<file path="config.mk">
export PLATFORM = sky130hd
export DESIGN_NAME = instr_encoder_fifo
export DESIGN_NICKNAME = d
export VERILOG_FILES = /design/src/rtl/instr_encoder_fifo.sv
export SDC_FILE = /design/constraint.sdc
export NUM_CORES = 1
export LEC_CHECK = 0
export CORE_MARGIN = 1.5
export CORE_UTILIZATION = 51
export DETAILED_ROUTE_END_ITERATION = 12
export GPL_ROUTABILITY_DRIVEN = 1
export GPL_TIMING_DRIVEN = 0
export PLACE_DENSITY_LB_ADDON = 0.12
export REMOVE_ABC_BUFFERS = 1
export SLEW_MARGIN = 15
export SYNTH_ARGS = -nofsm -noshare
export SYNTH_HDL_FRONTEND = slang
export SYNTH_SLANG_ARGS = --single-unit
</file>
<file path="constraint.sdc">
create_clock -name clk -period 7.25 [get_ports clk]
set_input_delay 1.0875 -clock clk [delete_from_list [all_inputs] [get_ports clk]]
set_output_delay 1.0875 -clock clk [all_outputs]
set_load 0.005 [all_outputs]
</file>
<file path="src/rtl/instr_encoder_fifo.sv">
// Packs decoded instruction field tuples into 32-bit words and buffers them in a
// small FIFO with valid/ready handshakes on both sides.
module instr_encoder_fifo #(
  parameter int unsigned DEPTH = 4,
  parameter logic [3:0]  COND  = 4'b1110
) (
  input  logic                       clk,
  input  logic                       rst_n,
  input  logic                       in_valid,
  output logic                       in_ready,
  input  logic [1:0]                 ins_type,
  input  logic [2:0]                 data_ins_type,
  input  logic [1:0]                 mem_ins_type,
  input  logic [1:0]                 branch_ins_type,
  input  logic [3:0]                 rn,
  input  logic [3:0]                 rd,
  input  logic [23:0]                imm,
  output logic                       out_valid,
  input  logic                       out_ready,
  output logic [31:0]                instruction,
  output logic                       err_pulse,
  output logic [15:0]                enc_count,
  output logic [$clog2(DEPTH):0]     fifo_level
);

  localparam int unsigned AW = $clog2(DEPTH);
  localparam int unsigned LW = AW + 1;

  localparam logic [1:0] TYPE_DATA   = 2'b00;
  localparam logic [1:0] TYPE_MEM    = 2'b01;
  localparam logic [1:0] TYPE_BRANCH = 2'b10;
  localparam logic [1:0] TYPE_RSVD   = 2'b11;

  logic [31:0]   mem [DEPTH];
  logic [AW-1:0] wr_ptr;
  logic [AW-1:0] rd_ptr;
  logic [AW-1:0] rd_ptr_next;
  logic [31:0]   enc_word;
  logic          accept;
  logic          push;
  logic          pop;

  // Occupancy-derived handshake flags; depend on state only, never on out_ready.
  assign in_ready    = (fifo_level != LW'(DEPTH));
  assign out_valid   = (fifo_level != '0);
  assign accept      = in_valid && in_ready;
  assign push        = accept && (ins_type != TYPE_RSVD);
  assign pop         = out_valid && out_ready;
  assign rd_ptr_next = rd_ptr + AW'(1);

  // Field packing; every bit not owned by the selected format stays zero.
  always_comb begin
    enc_word        = '0;
    enc_word[31:28] = COND;
    enc_word[27:26] = ins_type;
    case (ins_type)
      TYPE_DATA: begin
        enc_word[23:21] = data_ins_type;
        enc_word[19:16] = rn;
        enc_word[15:12] = rd;
        enc_word[11:0]  = imm[11:0];
      end
      TYPE_MEM: begin
        enc_word[21:20] = mem_ins_type;
        enc_word[19:16] = rn;
        enc_word[15:12] = rd;
        enc_word[11:0]  = imm[11:0];
      end
      TYPE_BRANCH: begin
        enc_word[25:24] = branch_ins_type;
        enc_word[23:0]  = imm;
      end
      default: ;
    endcase
  end

  // Storage array; contents are don't-care until written, so no reset needed.
  always_ff @(posedge clk) begin
    if (push) begin
      mem[wr_ptr] <= enc_word;
    end
  end

  // Pointers, occupancy, registered head word, error flag and pop counter.
  always_ff @(posedge clk or negedge rst_n) begin
    if (!rst_n) begin
      wr_ptr      <= '0;
      rd_ptr      <= '0;
      fifo_level  <= '0;
      instruction <= '0;
      err_pulse   <= 1'b0;
      enc_count   <= '0;
    end else begin
      err_pulse <= accept && (ins_type == TYPE_RSVD);
      if (push) begin
        wr_ptr <= wr_ptr + AW'(1);
      end
      if (pop) begin
        rd_ptr    <= rd_ptr_next;
        enc_count <= enc_count + 16'd1;
      end
      case ({push, pop})
        2'b10:   fifo_level <= fifo_level + LW'(1);
        2'b01:   fifo_level <= fifo_level - LW'(1);
        default: ;
      endcase
      // Head register: next stored entry, or the word entering an (about to be) empty FIFO.
      if (pop) begin
        if (fifo_level > LW'(1)) begin
          instruction <= mem[rd_ptr_next];
        end else if (push) begin
          instruction <= enc_word;
        end
      end else if (push && (fifo_level == '0)) begin
        instruction <= enc_word;
      end
    end
  end

endmodule

</file>
# Word-level counts from Yosys, hierarchy flattened
# Memory sizes are Yosys's and may differ from the RTL's.
# Cells that the tools add are included.
word_totals:
  in_bits: 45
  output_inout_bits: 54
  mem_count: 1
  romBits: 0
  latch_bits: 0
  ram_bits: 112
  register_bits: 56
  elab_cells: 45
mem_list:
  columns: ["memory", "words", "width", "read_ports", "rd_ports_with_merged_regs", "wr", "line_no", "rtl"]
  rows:
  - ["mem", 4, 28, 1, 0, 1, "34", "logic [31:0] mem [DEPTH];"]
classes:
  magnitude_cmp: 1
  bitwise: 0
  n_eq_ne: 8
  shifts: 0
  n_reduce_logical: 12
  n_mux: 12
  n_addsub: 5
  n_div: 0
  n_mul: 0
ops:
  columns: ["operator", "count"]
  rows:
  - ["$mux 32", 4]
  - ["$pmux 20 s2", 1]
  - ["$add 16x1->16 const B", 1]
  - ["$eq 2x2->1 const B", 3]
  - ["$pmux 3 s2", 1]
  - ["$logic_and 1x1->1", 5]
  - ["$add 2x1->2 const B", 2]
  - ["$eq 2x1->1 const B", 2]
  - ["$pmux 2 s2", 1]
  - ["$reduce_bool 2->1", 2]
  - ["$add 3x1->3 const B", 1]
  - ["$gt 3x1->1 const B", 1]
  - ["$logic_not 3->1", 1]
  - ["$ne 3x2->1 const B", 1]
  - ["$ne 3x3->1 const B", 1]
  - ["$pmux 1 s3", 1]
  - ["$reduce_bool 3->1", 1]
  - ["$sub 3x1->3 const B", 1]
  - ["$logic_not 2->1", 1]
  - ["$mux 1", 2]
  - ["$mux 2", 1]
  - ["$ne 2x2->1 const B", 1]
  - ["$pmux 1 s2", 1]
  - ["$reduce_and 2->1", 1]
  - ["$reduce_or 2->1", 1]

# Logic depth before layout (Yosys ltp)
depth:
  depth_word: 6
  depth_mapped: 12
  mapped_depth_nobuf: 10

# Worst setup path before layout
# Ideal clock, no wire load.
synth_timing:
  kind: "input-to-reg"
  start: "in ins_type[0]"
  end: "reg instruction[19]"
  stages: 9
  n_path_buf: 2
  setup_slack_ps: 4194
  arrival_time_ps: 2932
  t_required_ps: 7125
  cell_sequence: "ha_1 > nor2_1 > inv_1 > ha_1 > nor2b_1 > o21ai_0 > buf_2 > buf_4 > mux2_2"
synth_via:
  elab_chain_cells: 6
  word_cells_on_any_way: 15
synth_rtl:
  columns: ["item", "line_no", "rtl"]
  rows:
  - ["start, declared", "11", "input logic [1:0] ins_type,"]
  - ["$eq 2x1->1 / $logic_not 2->1 (equally long branches)", "56", "case (ins_type)"]
  - ["$reduce_or 2->1 (no source line)", null, null]
  - ["$pmux 20 s2", "56", null]
  - ["$mux 32", "111", "end else if (push) begin"]
  - ["$mux 32", "109", "if (fifo_level > LW'(1)) begin"]
  - ["$mux 32", "108", "if (pop) begin"]
  - ["end signal, assigned", "110", "instruction <= mem[rd_ptr_next];"]
  - ["end signal, assigned", "112", "instruction <= enc_word;"]
  - ["end signal, assigned", "115", "instruction <= enc_word;"]
  - ["end, declared", "20", "output logic [31:0] instruction,"]
# Parallel ways exist; a longest one is shown, timed or not. The select of a mux whose other input is x is not followed.
# A chain may end at the register's enable or synchronous reset.

# Worst setup path after layout
layout_timing:
  start: "in ins_type[0]"
  end: "reg instruction[3]"
layout_via:
  elab_chain_cells: 6
  word_cells_on_any_way: 15
layout_rtl:
  columns: ["item", "line_no", "rtl"]
  rows:
  - ["$eq 2x1->1 / $logic_not 2->1 (equally long branches)", "56", null]
  - ["$reduce_or 2->1 (no source line)", null, null]
  - ["$pmux 20 s2 (*)", "56", null]
  - ["via enc_word[3]", "38", "logic [31:0] enc_word;"]
  - ["$mux 32", "111", null]
  - ["$mux 32", "109", null]
  - ["$mux 32 (*)", "108", null]
# Mark *: on every way through the listed nets, which the timed path passes. The rest lies on a longest branch. The select of a mux whose other input is x is not followed.

==> impl_metrics.json <==
{
  "outcome": "completed",
  "irDropWorstVdd_uv": 237,
  "kind_of_launch_point_of_the_worst_setup_path": "input pin",
  "max_slew.worst_pin.slew_ns": 0.999,
  "ys_async_sr_fraction_pct": 32.1,
  "cts_resized": 0,
  "finalPower_mw": 3.30,
  "clock_latency_reported_for_the_late_side_of_the_worst_skew_pair_ns": 0.42,
  "global_route_wire_length_before_repair_mm": 22.0,
  "worstPathRequired_ns": 7.55,
  "synth_largest_type_area_fraction_pct": 47.7,
  "clkSinkCount": 165,
  "cts.clk_slew.worst_paths_ns": 0.06,
  "synth_seq_cells": 165,
  "critical_path_class": "input pin to flop",
  "slew-limit-headroom_pct": 33.4,
  "avgViaCountPerCell": 5.42,
  "max_capacitance_violation_total": 0,
  "finalWeightedCongestion": 0.752,
  "most_common_cell_after_layout_fill_and_taps_aside": "sky130_fd_sc_hd__edfxtp_1",
  "gr-usage-all-layers_pct": 20.5,
  "finalHoldWorstSlack_ns": 0.466,
  "drtPass1Iterations": 4,
  "maximum_clock_skew_at_final_layout_ns": 0.0107,
  "leakage_dissipation_nw": 3.31,
  "synth-seq-area-share_pct": 66.5,
  "yosys_most_used_dff": "sky130_fd_sc_hd__edfxtp_1",
  "cts_hold_buf": 0,
  "synthDistinctLibCells": 34,
  "tritoncts_clock_tree": "done",
  "critical_path_at_ns": 4.00,
  "synth_largest_area_cell": "sky130_fd_sc_hd__edfxtp_1",
  "layout_common_cells": "sky130_fd_sc_hd__edfxtp_1 (112), sky130_fd_sc_hd__clkdlybuf4s50_1 (96), sky130_fd_sc_hd__mux2_2 (57)",
  "num-nets-final": 582,
  "post_dp_cell_area_sq_mm": 0.00835,
  "antenna_found_initial": 0,
  "final_design_area_no_fill_sq_mm": 0.00892,
  "place.port_buffers": 97,
  "synth_enable_flop_cells": 112,
  "finalCoreUtilization_pct": 66.9,
  "final.period_utilization_pct": 51.0,
  "sum_of_routed_wire_length_over_all_layers_mm": 13.9,
  "cts_setup_buffers": 0,
  "floorplan.io_pins": 99,
  "yosys_warnings": 0,
  "ctsHtreeMaxLevel": 4,
  "hold_violations": 0,
  "cts_buffers": 17,
  "root_buffer_cell": "sky130_fd_sc_hd__clkbuf_16",
  "fp.dieArea_sq_mm": 0.0146,
  "worst_path_dominant_cell_family": "simple AND/OR/NAND/NOR gates",
  "crit_chain": "clkdlybuf4s50_1 -> inv_1 -> ha_1 -> nor3_2 -> nor3b_1 -> mux2_2 -> mux2_2",
  "antenna_left": 0,
  "critical-path-top-cell-by-count": "sky130_fd_sc_hd__mux2_2",
  "placementRows": 42,
  "critical_path_peak_fanout": 12,
  "fill_cells": 936,
  "start_util_pct": 52.9,
  "grt_start_max_net_pins": 54,
  "rsz0062_at_grt": "no",
  "syn_area_per_cell_sq_um": 16.8,
  "detail_route.drc_violations": 0,
  "reg_to_reg_slack_setup_ns": 4.25,
  "layout_cell_share_with_drive_strength_beyond_1_pct": 24.2,
  "timing.final.setup_violations": 0,
  "chipWidth_um": 121,
  "maximum_single_stage_delay_on_the_critical_path_ns": 0.81,
  "cp_num_buf_inv": 2,
  "synthesis.instances": 419,
  "timing_max_transition_violations_final": 0,
  "timing.critical_path.slowest_stage_cell": "sky130_fd_sc_hd__nor3_2",
  "timing.hold.worst.class": "flop to flop",
  "critPathCaptureType": "flop",
  "average_wire_length_per_cell_after_detail_routing_um": 19.5,
  "first_global_vias": 4133,
  "timing.fmax_mhz": 270,
  "p_per_area_mw_per_mm2": 370,
  "die_height_um": 121,
  "drtIter0Drc": 257,
  "insertedDiodeCount": 0,
  "synthTopCellsByArea": "sky130_fd_sc_hd__edfxtp_1 (48%), sky130_fd_sc_hd__dfrtp_1 (19%), sky130_fd_sc_hd__mux2_2 (9.1%), sky130_fd_sc_hd__mux4_2 (8.9%), sky130_fd_sc_hd__ha_1 (2.8%)",
  "grt_overflow": 0,
  "layout_stage_area_growth_over_the_synthesis_result_pct": 26.5,
  "cts.path.max_buffers": 2,
  "core-area_sq_mm": 0.0133,
  "num_vias": 3846,
  "dp_hpwl_mm": 8.89,
  "period_needed_ns": 3.70,
  "summed_instance_area_of_the_synthesized_netlist_sq_mm": 0.00706
}
power breakdown:
group | total, mW | switching, mW | internal (mW)
Combinational | 1.03 | 0.389 | 0.639
Clock | 0.884 | 0.346 | 0.538
Sequential | 1.39 | 0.162 | 1.23
metrics by stage:
step | setup WS [ns] | cells | setup TNS [ns]
2_1_floorplan | 2.61 | 398 | 0
6_report | 3.55 | 710 | 0
5_1_grt | 3.35 | 710 | 0
4_1_cts | 3.49 | 710 | 0
3_3_place_gp | -0.123 | 671 | -3.31
3_5_place_dp | 3.08 | 678 | 0
worst reg2reg max path, delay by kind of cell (launching register included):
kind                       cells  cell delay (ns)
muxes                          1             0.36
adders and majority gates      2             0.50
buffers and inverters          3             0.42
AOI/OAI and AO/OA              1             0.46
DFF                            1             0.45
and+or+nand+nor                4             0.70
registers in the layout, indices dropped and copies added, names as in the netlist:
| signal | flops |
|---|---|
| instruction | 29 |
| err_pulse | 1 |
| enc_count | 16 |
| mem | 112 |
| fifo_level | 3 |
| rd_ptr | 2 |
| wr_ptr | 2 |
layer usage:
| metal | GRT usage, % | share of wire, % | vias up |
|---|---|---|---|
| met5 | 0 | 0 | - |
| met4 | 6.62 | 0.96 | 0 |
| met3 | 5.09 | 5.0 | 10 |
| met2 | 33.5 | 51 | 102 |
| met1 | 27.1 | 43 | 1946 |
| li1 | - | - | 1788 |
final cells by class:
class                      count  area (sq um)  share of cell area, %
inverter                      10          37.5                  0.421
multi-input combinational    223          2240                   25.1
timing repair buffer         104          1160                   13.0
clock buffer                  21           440                   4.94
clock inverter                11           134                   1.50
tap                          176           220                   2.47
sequential                   165          4690                   52.6
final timing paths:
kind	start	to	cells after the start
worst max-delay path	ins_type[0]	instruction[3]	7
min in group asynchronous	rst_n	fifo_level[1]	1
worst min register to register	enc_count[15]	enc_count[15]	1
worst min-delay path	enc_count[15]	enc_count[15]	1
worst max register to register	fifo_level[1]	instruction[3]	11
max in group asynchronous	rst_n	rd_ptr[1]	1
cells in the mapped netlist, types with 2 or more instances:
| cell type | count |
|---|---|
| sky130_fd_sc_hd__nor2b_1 | 3 |
| sky130_fd_sc_hd__a21oi_1 | 10 |
| sky130_fd_sc_hd__mux2_2 | 57 |
| sky130_fd_sc_hd__inv_1 | 10 |
| sky130_fd_sc_hd__buf_2 | 6 |
| sky130_fd_sc_hd__clkbuf_1 | 9 |
| sky130_fd_sc_hd__nor3_1 | 4 |
| sky130_fd_sc_hd__nor2_1 | 8 |
| sky130_fd_sc_hd__nor3b_1 | 12 |
| sky130_fd_sc_hd__and4_1 | 2 |
| sky130_fd_sc_hd__mux4_2 | 28 |
| sky130_fd_sc_hd__and3_1 | 4 |
| sky130_fd_sc_hd__dfrtp_1 | 53 |
| sky130_fd_sc_hd__xnor2_1 | 17 |
| sky130_fd_sc_hd__and2_1 | 6 |
| sky130_fd_sc_hd__xor2_1 | 4 |
| sky130_fd_sc_hd__a22oi_1 | 2 |
| sky130_fd_sc_hd__o21ai_0 | 10 |
| sky130_fd_sc_hd__nand4_1 | 5 |
| sky130_fd_sc_hd__nand2_1 | 23 |
| sky130_fd_sc_hd__nand3_1 | 4 |
| sky130_fd_sc_hd__edfxtp_1 | 112 |
| sky130_fd_sc_hd__ha_1 | 16 |
| sky130_fd_sc_hd__buf_4 | 4 |
logic make-up (layout without fill, tap and decap cells):
logic type	after synthesis	after routing	share of synthesized area, %
buffers and inverters	31	146	2.23
xor gates and xnor gates	21	21	2.61
muxes	86	86	18.2
and+or+nand+nor	74	74	5.66
adders and majority gates	16	16	2.84
DFF	165	165	66.5
other	1	1	0.0531
AOI/OAI and AO/OA	25	25	1.99
No activity file was read; power rests on OpenSTA's default activity.
